===== src/rtl/pixel_output_stage.sv =====
// Colour output stage: prioritised layers through a writable palette,
// registered RGB with delay-matched syncs and a frame-synchronous collision flash.
//
// Ports:
//   clk, rst_n            clock, asynchronous active-low reset
//   pixel_layers          layer lit bits, lowest index has priority
//   video_active          display-on qualifier
//   hsync_in, vsync_in    raw syncs, delayed one cycle to hsync_out/vsync_out
//   frame_end             one-cycle pulse per frame; the FSM only moves on it
//   collision             level, sampled only on frame_end
//   pal_wr_en/addr/data   palette write port, data packed {R,G,B}
//   R, G, B               registered colour
//   flash_active          high while the FSM is in FLASH
module pixel_output_stage #(
    parameter int COLOUR_BITS     = 2,
    parameter int LAYERS          = 2,
    parameter int FLASH_FRAMES    = 16,
    parameter int COOLDOWN_FRAMES = 8,
    parameter int BLINK_LOG2      = 2,
    localparam int AW             = $clog2(LAYERS + 2)
) (
    input  logic                     clk,
    input  logic                     rst_n,
    input  logic [LAYERS-1:0]        pixel_layers,
    input  logic                     video_active,
    input  logic                     hsync_in,
    input  logic                     vsync_in,
    input  logic                     frame_end,
    input  logic                     collision,
    input  logic                     pal_wr_en,
    input  logic [AW-1:0]            pal_wr_addr,
    input  logic [3*COLOUR_BITS-1:0] pal_wr_data,
    output logic [COLOUR_BITS-1:0]   R,
    output logic [COLOUR_BITS-1:0]   G,
    output logic [COLOUR_BITS-1:0]   B,
    output logic                     hsync_out,
    output logic                     vsync_out,
    output logic                     flash_active
);

    localparam int NENT = LAYERS + 2;
    localparam int CW   = 3 * COLOUR_BITS;
    localparam int MAXF = (FLASH_FRAMES > COOLDOWN_FRAMES) ?
                          FLASH_FRAMES : COOLDOWN_FRAMES;
    localparam int EW   = $clog2(MAXF) + 1;

    localparam logic [EW-1:0] FLASH_LAST = EW'(FLASH_FRAMES - 1);
    localparam logic [EW-1:0] COOL_LAST  = EW'(COOLDOWN_FRAMES - 1);

    localparam logic [COLOUR_BITS-1:0] CMAX = '1;
    localparam logic [COLOUR_BITS-1:0] CNIL = '0;
    localparam logic [CW-1:0] RST_LAYER  = '1;
    localparam logic [CW-1:0] RST_NORMAL = {CNIL, CMAX, CNIL};
    localparam logic [CW-1:0] RST_ALERT  = {CMAX, CNIL, CNIL};

    typedef enum logic [1:0] {
        IDLE,
        FLASH,
        COOLDOWN
    } state_e;

    state_e         state_q, state_d;
    logic [EW-1:0]  elapsed_q, elapsed_d;
    logic [CW-1:0]  pal_q [NENT];
    logic [CW-1:0]  pal_d [NENT];
    logic [CW-1:0]  rgb_q, rgb_d;
    logic           hs_q, vs_q;
    logic           blink_hi;

    function automatic logic [CW-1:0] rst_entry(input int idx);
        if (idx < LAYERS)       return RST_LAYER;
        else if (idx == LAYERS) return RST_NORMAL;
        else                    return RST_ALERT;
    endfunction

    // Shifting past the counter width yields 0, so an oversized
    // BLINK_LOG2 simply keeps the alert colour for the whole flash.
    assign blink_hi = |(elapsed_q & (EW'(1) << BLINK_LOG2));

    // Out-of-range addresses match no entry and are dropped.
    always_comb begin
        for (int i = 0; i < NENT; i++) begin
            pal_d[i] = pal_q[i];
            if (pal_wr_en && (pal_wr_addr == AW'(i)))
                pal_d[i] = pal_wr_data;
        end
    end

    // Reads use pal_q, so a same-edge write shows only from the next pixel.
    always_comb begin
        if (state_q == FLASH && !blink_hi)
            rgb_d = pal_q[LAYERS+1];
        else
            rgb_d = pal_q[LAYERS];
        for (int i = LAYERS - 1; i >= 0; i--) begin
            if (pixel_layers[i])
                rgb_d = pal_q[i];
        end
        if (!video_active)
            rgb_d = '0;
    end

    always_comb begin
        state_d   = state_q;
        elapsed_d = elapsed_q;
        if (frame_end) begin
            unique case (state_q)
                IDLE: begin
                    if (collision) begin
                        state_d   = FLASH;
                        elapsed_d = '0;
                    end
                end
                FLASH: begin
                    if (collision) begin
                        elapsed_d = '0;
                    end else if (elapsed_q == FLASH_LAST) begin
                        state_d   = COOLDOWN;
                        elapsed_d = '0;
                    end else begin
                        elapsed_d = elapsed_q + EW'(1);
                    end
                end
                COOLDOWN: begin
                    if (elapsed_q == COOL_LAST) begin
                        state_d   = IDLE;
                        elapsed_d = '0;
                    end else begin
                        elapsed_d = elapsed_q + EW'(1);
                    end
                end
                default: begin
                    state_d   = IDLE;
                    elapsed_d = '0;
                end
            endcase
        end
    end

    always_ff @(posedge clk or negedge rst_n) begin
        if (!rst_n) begin
            state_q   <= IDLE;
            elapsed_q <= '0;
            rgb_q     <= '0;
            hs_q      <= 1'b0;
            vs_q      <= 1'b0;
            for (int i = 0; i < NENT; i++)
                pal_q[i] <= rst_entry(i);
        end else begin
            state_q   <= state_d;
            elapsed_q <= elapsed_d;
            rgb_q     <= rgb_d;
            hs_q      <= hsync_in;
            vs_q      <= vsync_in;
            for (int i = 0; i < NENT; i++)
                pal_q[i] <= pal_d[i];
        end
    end

    assign R            = rgb_q[CW-1 -: COLOUR_BITS];
    assign G            = rgb_q[2*COLOUR_BITS-1 -: COLOUR_BITS];
    assign B            = rgb_q[COLOUR_BITS-1:0];
    assign hsync_out    = hs_q;
    assign vsync_out    = vs_q;
    assign flash_active = (state_q == FLASH);

endmodule


===== config.mk =====
export PLATFORM = sky130hd
export DESIGN_NAME = pixel_output_stage
export DESIGN_NICKNAME = d
export VERILOG_FILES = /design/src/rtl/pixel_output_stage.sv
export SDC_FILE = /design/constraint.sdc
export NUM_CORES = 1
export LEC_CHECK = 0
export BUFFER_PORTS_ARGS = -buffer_cell sky130_fd_sc_hd__buf_2
export CORE_ASPECT_RATIO = 1.4
export CORE_MARGIN = 1.5
export CORE_UTILIZATION = 56
export CTS_BUF_LIST = sky130_fd_sc_hd__clkbuf_4 sky130_fd_sc_hd__clkbuf_8 sky130_fd_sc_hd__clkbuf_16
export DETAILED_ROUTE_END_ITERATION = 12
export PLACE_DENSITY = 0.78
export SYNTH_ARGS = -nofsm -noshare
export SYNTH_HDL_FRONTEND = slang
export SYNTH_SLANG_ARGS = --single-unit

===== constraint.sdc =====
create_clock -name clk -period 2.6 [get_ports clk]
set_clock_uncertainty 0.2 [all_clocks]
set_input_delay 0.26 -clock clk [delete_from_list [all_inputs] [get_ports clk]]
set_output_delay 0.26 -clock clk [all_outputs]
set_load 0.005 [all_outputs]

**Word level (Yosys, flattened, before mapping)**

Cells that the tools add are included.

- $add $sub $neg: 1
- $mul: 0
- Div/mod/pow operators: 0
- Order comparisons: 0
- Equality and inequality tests: 11
- Shift operators: 0
- Multiplexer cells: 14
- Bitwise logic cells: 0
- Reductions and logical operators: 10

Operators by type and width:

| kind | count |
|---|---|
| 6-bit two-way mux | 4 |
| 5-bit two-way mux | 4 |
| 5-bit one-hot mux with 3 select lines | 1 |
| 2-bit two-way mux | 4 |
| 2-bit == test, second input constant | 3 |
| 2-bit inequality test, second input constant | 3 |
| 2-bit one-hot mux with 3 select lines | 1 |
| 5-bit by 1-bit adder with 5-bit output, second input constant | 1 |
| 5-bit by 3-bit == test with 1-bit output, second input constant | 1 |
| 5-bit by 4-bit == test with 1-bit output, second input constant | 1 |
| 1-bit logical AND | 5 |
| 5-bit AND reduction | 1 |
| 2-bit by 1-bit == test with 1-bit output, second input constant | 2 |
| 2-bit zero test | 2 |
| 2-bit by 1-bit inequality test with 1-bit output, second input constant | 1 |
| 2-bit AND reduction | 1 |
| 1-bit zero test | 1 |

- Register bits: 39
- Latch bits: 0
- Bits in writable memories: 0
- ROM bits: 0
- Input bits: 18
- Output and inout port bits: 9
- Word-level logic and storage cells: 45
- Memories kept: 0

**Depth between registers and ports, before layout**

- Depth in word-level cells: 6
- Mapped depth: 8

**Least setup slack after synthesis**

No wires, ideal clock.

- Kind: register to register
- Start point: register elapsed_q[0]
- End point: register elapsed_q[2]
- Arrival: 1.572 ns
- Path slack: 0.765 ns
- Cell stages (with the launch flop): 9
- Clock period less this slack: 1.835 ns
- Path through: dfrtp_1 > ha_1 > nand3_1 > inv_1 > ha_1 > nor3b_2 > o21ai_0 > nor4_1 > a21o_2

- Longest elaborated chain between the ends: 4

RTL lines:

| element | RTL line | RTL |
|---|---|---|
| from (decl) | 63 | `logic [EW-1:0] elapsed_q, elapsed_d;` |
| from (signal assigned) | 151 | `elapsed_q <= elapsed_d;` |
| 5-bit by 1-bit adder with 5-bit output or 5-bit by 4-bit == test with 1-bit output (tied branches) | 121, 129, 117 |  |
| 5-bit two-way mux | 117 | `end else if (elapsed_q == FLASH_LAST) begin` |
| 5-bit two-way mux | 115 | `if (collision) begin` |
| 5-bit one-hot mux with 3 select lines * | 107 | `unique case (state_q)` |

Every way passes the cells marked *; elsewhere a longest branch is shown, timed or not.
A chain may end at the register's enable or synchronous reset.

**Worst setup path in the final report**

Ends and elaborated chain as after synthesis.

==> results.yml <==
clocking:
  clockBufferDepth: 2
  cts.sinks: 39
  clk_pin_slew_worst_paths_ps: 80
  post-cts-setup-buffers: 0
  root_buffer: "clkbuf_8"
  cts_tree: "done"
  htreeDepth: 2
  clk_latency_ps: 290
  cts_buffers: 5
power_and_ir_drop:
  fin_total_pwr_w: 0.001705
  leakage_nw: 0.9803
  p_per_area_nw_per_um2: 797.6
  p_sw_share_pct: 28.63
  combPwrFrac_pct: 28.4
  seq_power_share_pct: 47.6
  p_int_w: 0.001216
  p_sw_w: 0.0004881
  p_clk_share_pct: 24.1
  max-vdd-ir-drop_mv: 0.6514
worst_setup_path:
  required_ps: 2630
  crit_path_top_delay_cell: "dfrtp_1"
  path_cells: "ha_1, nand3_1, inv_1, ha_1, nor3b_2, o21ai_0, nor4_1, a21o_2"
  critical_path.top_delay_family: "simple AND/OR/NAND/NOR gates"
  crit_path_max_incr_delay_ps: 410
  path_class: "reg -> reg"
  start_kind: "register"
  cpMostUsedCell: "ha_1"
  cp_num_buf_inv: 1
  arrival_ps: 2080
  worstPathMaxFanout: 4
  end_kind: "register"
placement:
  io_buffers: 26
  place_hpwl_um: 2545
  postPlaceCellArea_um2: 2018
  gpl.final_weighted_congestion: 0.7380
detailed_routing:
  drtPass1Iterations: 4
  ant_nets: 0
  routed_wl_um: 3432
  drc: 0
  drt_iter0_drc: 26
  post_drt_wl_per_cell_um: 16.11
  vias: 1178
  via_per_inst: 5.531
floorplanning:
  rows: 24
  num_io_pins: 27
  fp.dieW_um: 51.70
  start_util_pct: 58.97
  core_um2: 3153
  dieArea_um2: 3680
  die_y_um: 71.18
yosys:
  synth_top_area_share_pct: 30.96
  ys.flop_type: "dfrtp_1"
  synth_edf_count: 0
  syn-cell-area_um2: 1859
  synth.cells.most_frequent: "mux2_2 (24), dfrtp_1 (23), dfstp_2 (16)"
  ys_ff_latch: 39
  async_flop_share_pct: 100.0
  yosysWarnings: 0
  synthTopCellsByArea: "dfrtp_1 (31%), dfstp_2 (23%), mux2_2 (15%), mux2_4 (4.8%), ha_1 (4.0%)"
  synth.largest_area_cell: "dfrtp_1"
  synthCells: 139
  ys_types: 29
  syn_area_per_cell_um2: 13.38
  synth_nets: 163
  ys_seq_area_share_pct: 53.57
  yosysMostFrequentCell: "mux2_2"
sta:
  tns_ps: 0
  period_share_pct: 78.56
  setup_viol: 0
  worst_pin_slew_ps: 860.1
  drv_slew: 0
  rsz0062_at_grt: "no"
  fmax_mhz: 489.6
  period_minus_slack_ps: 2043
  max-slew-margin-rel_pct: 42.66
  whs_ps: 39.86
  report.final.hold_viol_count: 0
final_layout:
  utilization_pct: 67.78
  antennaDiodeCount: 0
  fin_area_um2: 2137
  area.sequential_um2: 996.0
  fillCellCount: 245
  num-nets-final: 197
  multiInputGateArea_um2: 809.5
  drive_above_1_share_pct: 50.57
  syn2layout_area_growth_pct: 14.94
min_path:
  hold_path.class: "in -> reg"
outcome:
  outcome: "complete, no violations"
global_routing:
  track_usage_pct: 20.84
  grt_start_max_net_pins: 40
  antenna_found_initial: 0
  grt-ovfl-total: 0
  grt_pass1_wl_um: 5595
  grt_pass1_vias: 1252
run:
  drv_cap: 0
-- state kept, by name, summed over array words and instances, names as in the netlist --
| register | count |
|---|---|
| rgb_q | 6 |
| pal_q | 24 |
| state_q | 2 |
| vsync_out | 1 |
| hsync_out | 1 |
| elapsed_q | 5 |
-- logic make-up (layout without fill, tap and decap cells) --
| family | count (synthesis) | count (layout) | share of synthesized area (%) |
|---|---|---|---|
| AND/OR/NAND/NOR | 28 | 28 | 9.893 |
| AO/OA/AOI/OAI | 19 | 19 | 6.460 |
| multiplexers | 37 | 37 | 23.15 |
| adder cells (fa/ha/maj) | 6 | 6 | 4.038 |
| flip-flops | 39 | 39 | 53.57 |
| buffers and inverters | 10 | 45 | 2.894 |
-- area by class of cell --
| class | count | share of cell area (%) |
|---|---|---|
| inverters | 7 | 1.230 |
| clock inverters | 1 | 0.2342 |
| well taps | 39 | 2.283 |
| repair buffers | 30 | 7.845 |
| multi-input cells | 90 | 37.88 |
| clock buffers | 7 | 3.923 |
| flip-flops and latches | 39 | 46.60 |
-- worst paths after layout --
kind / end / slack, ps / cells past startpoint / startpoint
max in group asynchronous: rgb_q[3] / 1230 / 2 / rst_n
min reg2reg: pal_q[2] / 320 / 1 / pal_q[2]
max reg2reg: elapsed_q[2] / 560 / 8 / elapsed_q[0]
max: elapsed_q[2] / 560 / 8 / elapsed_q[0]
min in group asynchronous: rgb_q[4] / 420 / 2 / rst_n
min: pal_q[12] / 40 / 2 / pal_wr_data[0]
-- per-stage QoR --
| stage | setup WS [ps] | std cells |
|---|---|---|
| floorplan | 765.0 | 139 |
| global placement | 638.0 | 202 |
| detailed placement | 585.6 | 202 |
| CTS | 555.1 | 213 |
| global route | 375.1 | 213 |
| finish | 557.4 | 213 |
-- cell usage in the layout (no fill, tap or decap), drive strengths merged --
| cell | n |
|---|---|
| a21o | 1 |
| dlygate4sd3 | 3 |
| o21bai | 1 |
| nand2 | 5 |
| clkbuf | 7 |
| nand2b | 4 |
| dfrtp | 23 |
| nor3b | 3 |
| o32a | 1 |
| nor4 | 1 |
| a211oi | 1 |
| dfstp | 16 |
| nor2b | 1 |
| buf | 27 |
| mux2i | 7 |
| nand3 | 9 |
| and4bb | 1 |
| nand3b | 2 |
| o2bb2ai | 1 |
| o22ai | 1 |
| inv | 7 |
| and3b | 1 |
| ha | 6 |
| mux2 | 30 |
| o21ai | 12 |
| or2b | 1 |
| clkinv | 1 |
| a21oi | 1 |
-- routing by layer --
layer | vias up | global-route usage [%] | wire length (um)
met3 | 2 | 5.063 | 96
met4 | 0 | 5.848 | 30
met5 | - | 0 | 0
met2 | 24 | 39.46 | 1963
li1 | 563 | - | -
met1 | 589 | 22.14 | 1341
-- power by group through the flow --
stage | Clock, W | Sequential (W) | Combinational [W]
global placement | 0 | 0.000815 | 0.000449
finish | 0.000410 | 0.000811 | 0.000483
global route | 0.000438 | 0.000824 | 0.000534
floorplan | 0 | 0.000805 | 0.000369
detailed placement | 0 | 0.000823 | 0.000482
CTS | 0.000418 | 0.000811 | 0.000488
-- worst register-to-register path: stages (launching register included) --
cell     delay [ps]
dfrtp_1         410
ha_1            260
nand3_1         120
inv_1            60
ha_1            210
nor3b_2         210
o21ai_0         140
nor4_1          260
a21o_2          130
-- what timing repair did --
| action | in CTS | in global routing |
|---|---|---|
| hold endpoints to repair | 25 | 0 |
| resized for setup | 0 | 0 |
| hold buffers | 3 | 0 |
| setup endpoints to repair | 0 | 0 |
No activity file was read; power rests on OpenSTA's default activity.
